$ cat src/rtl/aqe_iram_loader_if.sv
// aqe_iram_loader_if
//   Bundles the host word stream, the IRAM program-write port and the load
//   status/reset-hold outputs of the boot-time program loader.
//   master : host/test side (drives request and word stream, observes results)
//   slave  : loader side (aqe_iram_loader)
// Signals:
//   ld_start, ld_len[19:0]         load request and line count
//   ld_wvalid, ld_wdata[31:0]      host word stream
//   ld_wready                      word accepted when ld_wvalid && ld_wready
//   prog_wen, prog_waddr[19:0],
//   prog_wdata[127:0]              IRAM line write port
//   ld_busy, ld_done, ld_err       load status
//   cpu_rst_hold_b                 active-low core reset hold
interface aqe_iram_loader_if;
  logic         ld_start;
  logic [19:0]  ld_len;
  logic         ld_wvalid;
  logic [31:0]  ld_wdata;
  logic         ld_wready;
  logic         prog_wen;
  logic [19:0]  prog_waddr;
  logic [127:0] prog_wdata;
  logic         ld_busy;
  logic         ld_done;
  logic         ld_err;
  logic         cpu_rst_hold_b;

  modport master (
    output ld_start, ld_len, ld_wvalid, ld_wdata,
    input  ld_wready, prog_wen, prog_waddr, prog_wdata,
    input  ld_busy, ld_done, ld_err, cpu_rst_hold_b
  );

  modport slave (
    input  ld_start, ld_len, ld_wvalid, ld_wdata,
    output ld_wready, prog_wen, prog_waddr, prog_wdata,
    output ld_busy, ld_done, ld_err, cpu_rst_hold_b
  );
endinterface

$ cat src/rtl/aqe_iram_loader.sv
// aqe_iram_loader
//   Boot-time program loader. Packs four 32-bit host words into one 128-bit
//   IRAM line and writes lines at consecutive addresses starting at
//   BASE_LINE. Holds the core in reset (cpu_rst_hold_b=0) until the image has
//   been loaded without error.
//   Optional feature macro: AQE_LOADER_CHECKSUM_EN -- adds a CHECK state that
//   accepts one trailing word and compares it with the mod-2^32 sum of all
//   data words.
// Ports:
//   pll_core_cpuclk  core clock
//   pad_cpu_rst_b    synchronous active-low reset
//   ld_if            aqe_iram_loader_if.slave (host stream, IRAM port, status)
//
// state   | meaning
// --------+---------------------------------------------------------------
// S_IDLE  | waiting for first load request
// S_FILL  | collecting the four words of the current line
// S_WRITE | one-cycle IRAM write strobe for the completed line
// S_CHECK | waiting for the checksum word (checksum build only)
// S_DONE  | load finished (ok or error); accepts a new request
module aqe_iram_loader #(
  parameter int LINES     = 32768,
  parameter int BASE_LINE = 0
) (
  input logic              pll_core_cpuclk,
  input logic              pad_cpu_rst_b,
  aqe_iram_loader_if.slave ld_if
);

  localparam logic [20:0] LP_LINES  = 21'(LINES);
  localparam logic [20:0] LP_BASE21 = 21'(BASE_LINE);
  localparam logic [19:0] LP_BASE   = 20'(BASE_LINE);

  typedef enum logic [2:0] {
    S_IDLE,
    S_FILL,
    S_WRITE,
`ifdef AQE_LOADER_CHECKSUM_EN
    S_CHECK,
`endif
    S_DONE
  } state_t;

  state_t       r_state;
  logic [19:0]  r_len;
  logic [19:0]  r_line_cnt;
  logic [1:0]   r_word_cnt;
  logic [95:0]  r_buf;
  logic         r_wready;
  logic         r_wen;
  logic [19:0]  r_waddr;
  logic [127:0] r_wdata;
  logic         r_busy;
  logic         r_done;
  logic         r_err;
  logic         r_hold_b;
`ifdef AQE_LOADER_CHECKSUM_EN
  logic [31:0]  r_sum;
`endif

  logic         w_accept;
  logic [20:0]  w_range_end;
  logic         w_range_bad;
  logic         w_last_line;

  assign w_accept    = ld_if.ld_wvalid & r_wready;
  // 21-bit sum so BASE_LINE + ld_len cannot wrap past the limit
  assign w_range_end = LP_BASE21 + {1'b0, ld_if.ld_len};
  assign w_range_bad = w_range_end > LP_LINES;
  assign w_last_line = r_line_cnt == (r_len - 20'd1);

  always_ff @(posedge pll_core_cpuclk) begin
    if (!pad_cpu_rst_b) begin
      r_state    <= S_IDLE;
      r_len      <= '0;
      r_line_cnt <= '0;
      r_word_cnt <= '0;
      r_buf      <= '0;
      r_wready   <= 1'b0;
      r_wen      <= 1'b0;
      r_waddr    <= '0;
      r_wdata    <= '0;
      r_busy     <= 1'b0;
      r_done     <= 1'b0;
      r_err      <= 1'b0;
      r_hold_b   <= 1'b0;
`ifdef AQE_LOADER_CHECKSUM_EN
      r_sum      <= '0;
`endif
    end else begin
      r_wen <= 1'b0;
      case (r_state)
        S_IDLE, S_DONE: begin
          if (ld_if.ld_start) begin
            r_len      <= ld_if.ld_len;
            r_line_cnt <= '0;
            r_word_cnt <= '0;
`ifdef AQE_LOADER_CHECKSUM_EN
            r_sum      <= '0;
`endif
            if (ld_if.ld_len == 20'd0) begin
              r_state  <= S_DONE;
              r_done   <= 1'b1;
              r_err    <= 1'b0;
              r_hold_b <= 1'b1;
            end else if (w_range_bad) begin
              r_state  <= S_DONE;
              r_done   <= 1'b1;
              r_err    <= 1'b1;
              r_hold_b <= 1'b0;
            end else begin
              r_state  <= S_FILL;
              r_busy   <= 1'b1;
              r_wready <= 1'b1;
              r_done   <= 1'b0;
              r_err    <= 1'b0;
              r_hold_b <= 1'b0;
            end
          end
        end

        S_FILL: begin
          if (w_accept) begin
`ifdef AQE_LOADER_CHECKSUM_EN
            r_sum <= r_sum + ld_if.ld_wdata;
`endif
            r_word_cnt <= r_word_cnt + 2'd1;
            if (r_word_cnt == 2'd3) begin
              r_wdata  <= {ld_if.ld_wdata, r_buf};
              r_wen    <= 1'b1;
              r_waddr  <= LP_BASE + r_line_cnt;
              r_wready <= 1'b0;
              r_state  <= S_WRITE;
            end else begin
              // shift in from the top: after three words r_buf = {w2, w1, w0}
              r_buf <= {ld_if.ld_wdata, r_buf[95:32]};
            end
          end
        end

        S_WRITE: begin
          if (w_last_line) begin
`ifdef AQE_LOADER_CHECKSUM_EN
            r_state  <= S_CHECK;
            r_wready <= 1'b1;
`else
            r_state  <= S_DONE;
            r_busy   <= 1'b0;
            r_done   <= 1'b1;
            r_err    <= 1'b0;
            r_hold_b <= 1'b1;
`endif
          end else begin
            r_line_cnt <= r_line_cnt + 20'd1;
            r_state    <= S_FILL;
            r_wready   <= 1'b1;
          end
        end

`ifdef AQE_LOADER_CHECKSUM_EN
        S_CHECK: begin
          if (w_accept) begin
            r_state  <= S_DONE;
            r_wready <= 1'b0;
            r_busy   <= 1'b0;
            r_done   <= 1'b1;
            if (r_sum == ld_if.ld_wdata) begin
              r_err    <= 1'b0;
              r_hold_b <= 1'b1;
            end else begin
              r_err    <= 1'b1;
              r_hold_b <= 1'b0;
            end
          end
        end
`endif

        default: r_state <= S_IDLE;
      endcase
    end
  end

  assign ld_if.ld_wready      = r_wready;
  assign ld_if.prog_wen       = r_wen;
  assign ld_if.prog_waddr     = r_waddr;
  assign ld_if.prog_wdata     = r_wdata;
  assign ld_if.ld_busy        = r_busy;
  assign ld_if.ld_done        = r_done;
  assign ld_if.ld_err         = r_err;
  assign ld_if.cpu_rst_hold_b = r_hold_b;

endmodule

$ cat src/flat_wrapper.sv
// flat-port wrapper written by rule: the top's interface ports become plain ports
module aqe_iram_loader_flat 
#(
  parameter int LINES     = 32768,
  parameter int BASE_LINE = 0
)
  (pll_core_cpuclk, pad_cpu_rst_b, ld_if_ld_start, ld_if_ld_len, ld_if_ld_wvalid, ld_if_ld_wdata, ld_if_ld_wready, ld_if_prog_wen, ld_if_prog_waddr, ld_if_prog_wdata, ld_if_ld_busy, ld_if_ld_done, ld_if_ld_err, ld_if_cpu_rst_hold_b);
  aqe_iram_loader_if ld_if_i ();
  input logic pll_core_cpuclk;
  input logic pad_cpu_rst_b;
  input wire logic [$bits(ld_if_i.ld_start)-1:0] ld_if_ld_start;
  input wire logic [$bits(ld_if_i.ld_len)-1:0] ld_if_ld_len;
  input wire logic [$bits(ld_if_i.ld_wvalid)-1:0] ld_if_ld_wvalid;
  input wire logic [$bits(ld_if_i.ld_wdata)-1:0] ld_if_ld_wdata;
  output wire logic [$bits(ld_if_i.ld_wready)-1:0] ld_if_ld_wready;
  output wire logic [$bits(ld_if_i.prog_wen)-1:0] ld_if_prog_wen;
  output wire logic [$bits(ld_if_i.prog_waddr)-1:0] ld_if_prog_waddr;
  output wire logic [$bits(ld_if_i.prog_wdata)-1:0] ld_if_prog_wdata;
  output wire logic [$bits(ld_if_i.ld_busy)-1:0] ld_if_ld_busy;
  output wire logic [$bits(ld_if_i.ld_done)-1:0] ld_if_ld_done;
  output wire logic [$bits(ld_if_i.ld_err)-1:0] ld_if_ld_err;
  output wire logic [$bits(ld_if_i.cpu_rst_hold_b)-1:0] ld_if_cpu_rst_hold_b;
  assign ld_if_i.ld_start = ld_if_ld_start;
  assign ld_if_i.ld_len = ld_if_ld_len;
  assign ld_if_i.ld_wvalid = ld_if_ld_wvalid;
  assign ld_if_i.ld_wdata = ld_if_ld_wdata;
  assign ld_if_ld_wready = ld_if_i.ld_wready;
  assign ld_if_prog_wen = ld_if_i.prog_wen;
  assign ld_if_prog_waddr = ld_if_i.prog_waddr;
  assign ld_if_prog_wdata = ld_if_i.prog_wdata;
  assign ld_if_ld_busy = ld_if_i.ld_busy;
  assign ld_if_ld_done = ld_if_i.ld_done;
  assign ld_if_ld_err = ld_if_i.ld_err;
  assign ld_if_cpu_rst_hold_b = ld_if_i.cpu_rst_hold_b;
  aqe_iram_loader #(.LINES(LINES), .BASE_LINE(BASE_LINE)) u_core (.pll_core_cpuclk(pll_core_cpuclk), .pad_cpu_rst_b(pad_cpu_rst_b), .ld_if(ld_if_i));
endmodule
$ cat config.mk
export PLATFORM = sky130hd
export DESIGN_NAME = aqe_iram_loader_flat
export DESIGN_NICKNAME = d
export VERILOG_FILES = /design/src/rtl/aqe_iram_loader_if.sv /design/src/rtl/aqe_iram_loader.sv /design/src/flat_wrapper.sv
export SDC_FILE = /design/constraint.sdc
export NUM_CORES = 1
export LEC_CHECK = 0
export ABC_AREA = 1
export CAP_MARGIN = 20
export CORE_UTILIZATION = 55
export CTS_CLUSTER_DIAMETER = 50
export DETAILED_ROUTE_END_ITERATION = 10
export DONT_BUFFER_PORTS = 1
export GPL_TIMING_DRIVEN = 0
export PLACE_DENSITY = 0.73
export SETUP_SLACK_MARGIN = 0.02
export SYNTH_ARGS = -nofsm -noshare
export SYNTH_HDL_FRONTEND = slang
export SYNTH_SLANG_ARGS = --single-unit
$ cat constraint.sdc
create_clock -name pll_core_cpuclk -period 2 [get_ports pll_core_cpuclk]
set_input_delay 0.2 -clock pll_core_cpuclk [delete_from_list [all_inputs] [get_ports pll_core_cpuclk]]
set_output_delay 0.2 -clock pll_core_cpuclk [all_outputs]
set_load 0.005 [all_outputs]
==> out/results.ini <==
[run_status]
run_status = finished with violations
failed_checks = setup timing

[placed_design]
routabilityCongestion = 0.959
detailed_place_hpwl_microns = 24700
portBuffers = 0
cell_area_placed_sq_um = 11900

[synth]
synth.most_common_cell = nor2_1
largest_family_of_logic_cells_by_synthesized_area = simple AND/OR/NAND/NOR gates
synth.mux.area_fraction = 0
synth_area_leader_cell = dfxtp_1
yosys.area.top_type_share = 0.508
synth-simple-area-share = 0.262
synthAdderAreaFrac = 0.00757
postSynthCellCount = 1567
synth_top_cells_by_area = dfxtp_1, nor2_1, o21ai_0
synth-warning-count = 0
dominantRegCellSynth = dfxtp_1
syn-num-nets = 1630
syn_area_sq_um = 11600
ys_async_sr_fraction = 0
syn_area_per_cell_sq_um = 7.39
synth-compound-area-share = 0.140
synth_commonest_cells = nor2_1, dfxtp_1, o21ai_0
synthXorXnorAreaFrac = 0.0296
portion_of_the_post_synthesis_area_used_by_sequential_elements = 0.508
synth_enable_flop_cells = 0
yosys.cell_types.count = 39
synth-seq-cells = 294

[floorplan]
die-area_sq_um = 21600
die_w_microns = 147
die_span_y_microns = 147
placement_rows = 52
core-area_sq_um = 20400
io-pin-count = 210
start_util = 0.567

[timing]
rsz_0062_raised_after_global_routing = yes
final.setup_skew_ps = 7.60
peak_clock_frequency_supported_by_timing_mhz = 452
final-hold-violation-count = 0
setup_slack_ps = -210
tightestPinTransition_ps = 702
post-route-period-util = 1.10
finalCriticalPeriod_ps = 2210
slew-limit-headroom = 0.532
maxSlewViolCount = 0
setup_viol = 26
min_hold_slack_ps = 58.0

[layout]
areaGrowthSynthToFinish_pct = 19.9
final_area_sq_um = 13900
fraction_of_layout_cells_with_a_size_suffix_above_1 = 0.104
fin_nets = 1734
core_utilization_of_the_finished_layout = 0.679

[worst_setup_path]
worst_path_max_delay_cell = dfxtp_2
cp_num_buf_inv = 4
cp_top_family = simple AND/OR/NAND/NOR gates
crit_path_end_kind = flip-flop
critical_path_at_ps = 2620
critical_path_peak_fanout = 5
critical-path-max-stage-delay_ps = 340
worst-endpoint-required_ps = 2410
startpoint_type = flip-flop
cell_breakdown_of_the_critical_path = inv_2, ha_4, nand3_4, nor2_4, buf_4, nand3b_1, nand2_1, nand4_1, nor2_4, nand3_4, buf_4, clkbuf_16, nand3_1, a21oi_1
timing.setup.critical_path_class = flip-flop to flip-flop

[power_and_ir_drop]
internal_power_w = 0.0108
power.switching_fraction = 0.318
combPwrFrac = 0.229
seq_power_share = 0.423
peakVddDrop_mv = 0.879
netSwitchingPower_w = 0.00503
power_density_nw_per_um2 = 1140
power.leakage_nw = 5.79
clock_power_share = 0.348

[clock_tree]
htree_levels = 1
clkTransAtPathRegs_ps = 60
clock_tree_from_tritoncts = done
cts-buffers-inserted = 29
clk_sinks = 294
buffer_cell_driving_the_clock_tree_root = clkbuf_16
clk_latency_ps = 550
ctsLongestPathBuffers = 3

[hold_path]
worst_min_delay_path_category = input pin to flip-flop

[global_route]
antenna_found_initial = 1
maximum_number_of_pins_on_one_net_before_global_route_repair = 15
grt.total_usage = 0.320
gr-total-overflow = 0
grt_pass1_wl_microns = 54800
number_of_global_route_vias_before_repair = 10300

[detailed_routing]
postRouteAntennaNets = 0
route.detailed.wl_per_inst_microns = 18.1
drt_iter0_markers = 840
detail_route.wirelength_microns = 35500
route.detailed.drc = 0
dr_total_vias = 11000
drt_pass1_iterations = 6
average_via_count_per_standard_cell = 5.60

[job]
drv.max_cap_violation_count = 0

[sequential cells by signal, summed over array words and instances (netlist names)]
signal / cells
u_core.r_line_cnt: 20
u_core.ld_if.ld_wready: 1
u_core.r_buf: 96
u_core.ld_if.ld_err: 1
u_core.ld_if.prog_waddr: 20
u_core.ld_if.ld_busy: 1
u_core.ld_if.prog_wen: 1
u_core.ld_if.prog_wdata: 128
u_core.r_word_cnt: 2
u_core.r_len: 20
u_core.r_state: 2
u_core.ld_if.ld_done: 1
u_core.ld_if.cpu_rst_hold_b: 1
[power by group through the flow]
| stage | registers, W | logic (W) | clock network (W) |
|---|---|---|---|
| floorplan | 0.00663 | 0.00229 | 0 |
| global placement | 0.00676 | 0.00285 | 0 |
| detailed placement | 0.00677 | 0.00292 | 0 |
| CTS | 0.00665 | 0.00326 | 0.00552 |
| global route | 0.00673 | 0.00402 | 0.00578 |
| finish | 0.00669 | 0.00363 | 0.00550 |
[final cells by class]
| class | count | area (sq um) |
|---|---|---|
| fill | 1714 | 6550 |
| sequential | 294 | 5890 |
| multi-input combinational | 1115 | 5230 |
| clock buffer | 43 | 878 |
| timing repair buffer | 74 | 707 |
| buffer | 99 | 500 |
| tap | 270 | 338 |
| inverter | 58 | 230 |
| clock inverter | 11 | 103 |
| antenna | 1 | 2.50 |
[placed cells by master, fill, tap and decap left out, drive strengths merged]
cell / count
nor2: 559
dfxtp: 294
o21ai: 271
clkbuf: 127
nand2: 115
inv: 58
dlygate4sd3: 52
a21oi: 43
nand3: 39
buf: 37
xor2: 19
nand4: 16
xnor2: 15
nor3: 10
ha: 7
clkinv: 7
nand3b: 5
nor4: 5
clkinvlp: 3
xnor3: 2
and2: 2
diode: 1
a21boi: 1
a31oi: 1
a211oi: 1
o211ai: 1
o211a: 1
o21bai: 1
or2: 1
bufinv: 1
[metrics by stage]
| stage | TNS, ps | setup slack (ps) | std cells | power, W |
|---|---|---|---|---|
| 6_report | -4100 | -210 | 1965 | 0.0158 |
| 5_1_grt | -7160 | -318 | 1965 | 0.0165 |
| 4_1_cts | -3230 | -166 | 1953 | 0.0154 |
| 3_5_place_dp | -93900 | -812 | 1837 | 0.00968 |
| 3_3_place_gp | -87950 | -778 | 1837 | 0.00961 |
| 2_1_floorplan | 0 | 8.72 | 1567 | 0.00893 |
[cells by family after synthesis]
family                   after synthesis
buffers and inverters                158
AO/OA/AOI/OAI                        320
adder cells (fa/ha/maj)                7
AND/OR/NAND/NOR                      752
flip-flops                           294
XOR/XNOR                              36
[worst min-delay path: stages]
cell     delay [ps]
nor2_1          150
nor3_2           90
a21oi_1         130
[path summary, 6_finish.rpt]
kind                                from                          end  slack [ps]  cells after the start
min reg2reg  u_core.ld_if.cpu_rst_hold_b  u_core.ld_if.cpu_rst_hold_b         480                      2
min                       ld_if_ld_start            u_core.r_state[0]          60                      3
max                      u_core.r_len[1]        u_core.r_line_cnt[14]        -210                     14
max reg2reg              u_core.r_len[1]        u_core.r_line_cnt[14]        -210                     14
[metal layers]
metal	track usage	wire, microns	vias to the layer above
li1	-	-	5263
met1	0.415	14300	5116
met2	0.521	16500	534
met3	0.0696	3350	86
met4	0.123	1380	0
met5	0	0	-
[what timing repair did]
item / 4_1_cts / 5_1_grt
pin swaps: 14 / 21
cloned: 1 / 1
hold endpoints to repair: 84 / 0
resized for setup: 50 / 111
setup endpoints to repair: 273 / 267
buffers inserted: 9 / 11
hold buffers: 52 / 0
Power figures use the tool's default switching activity.
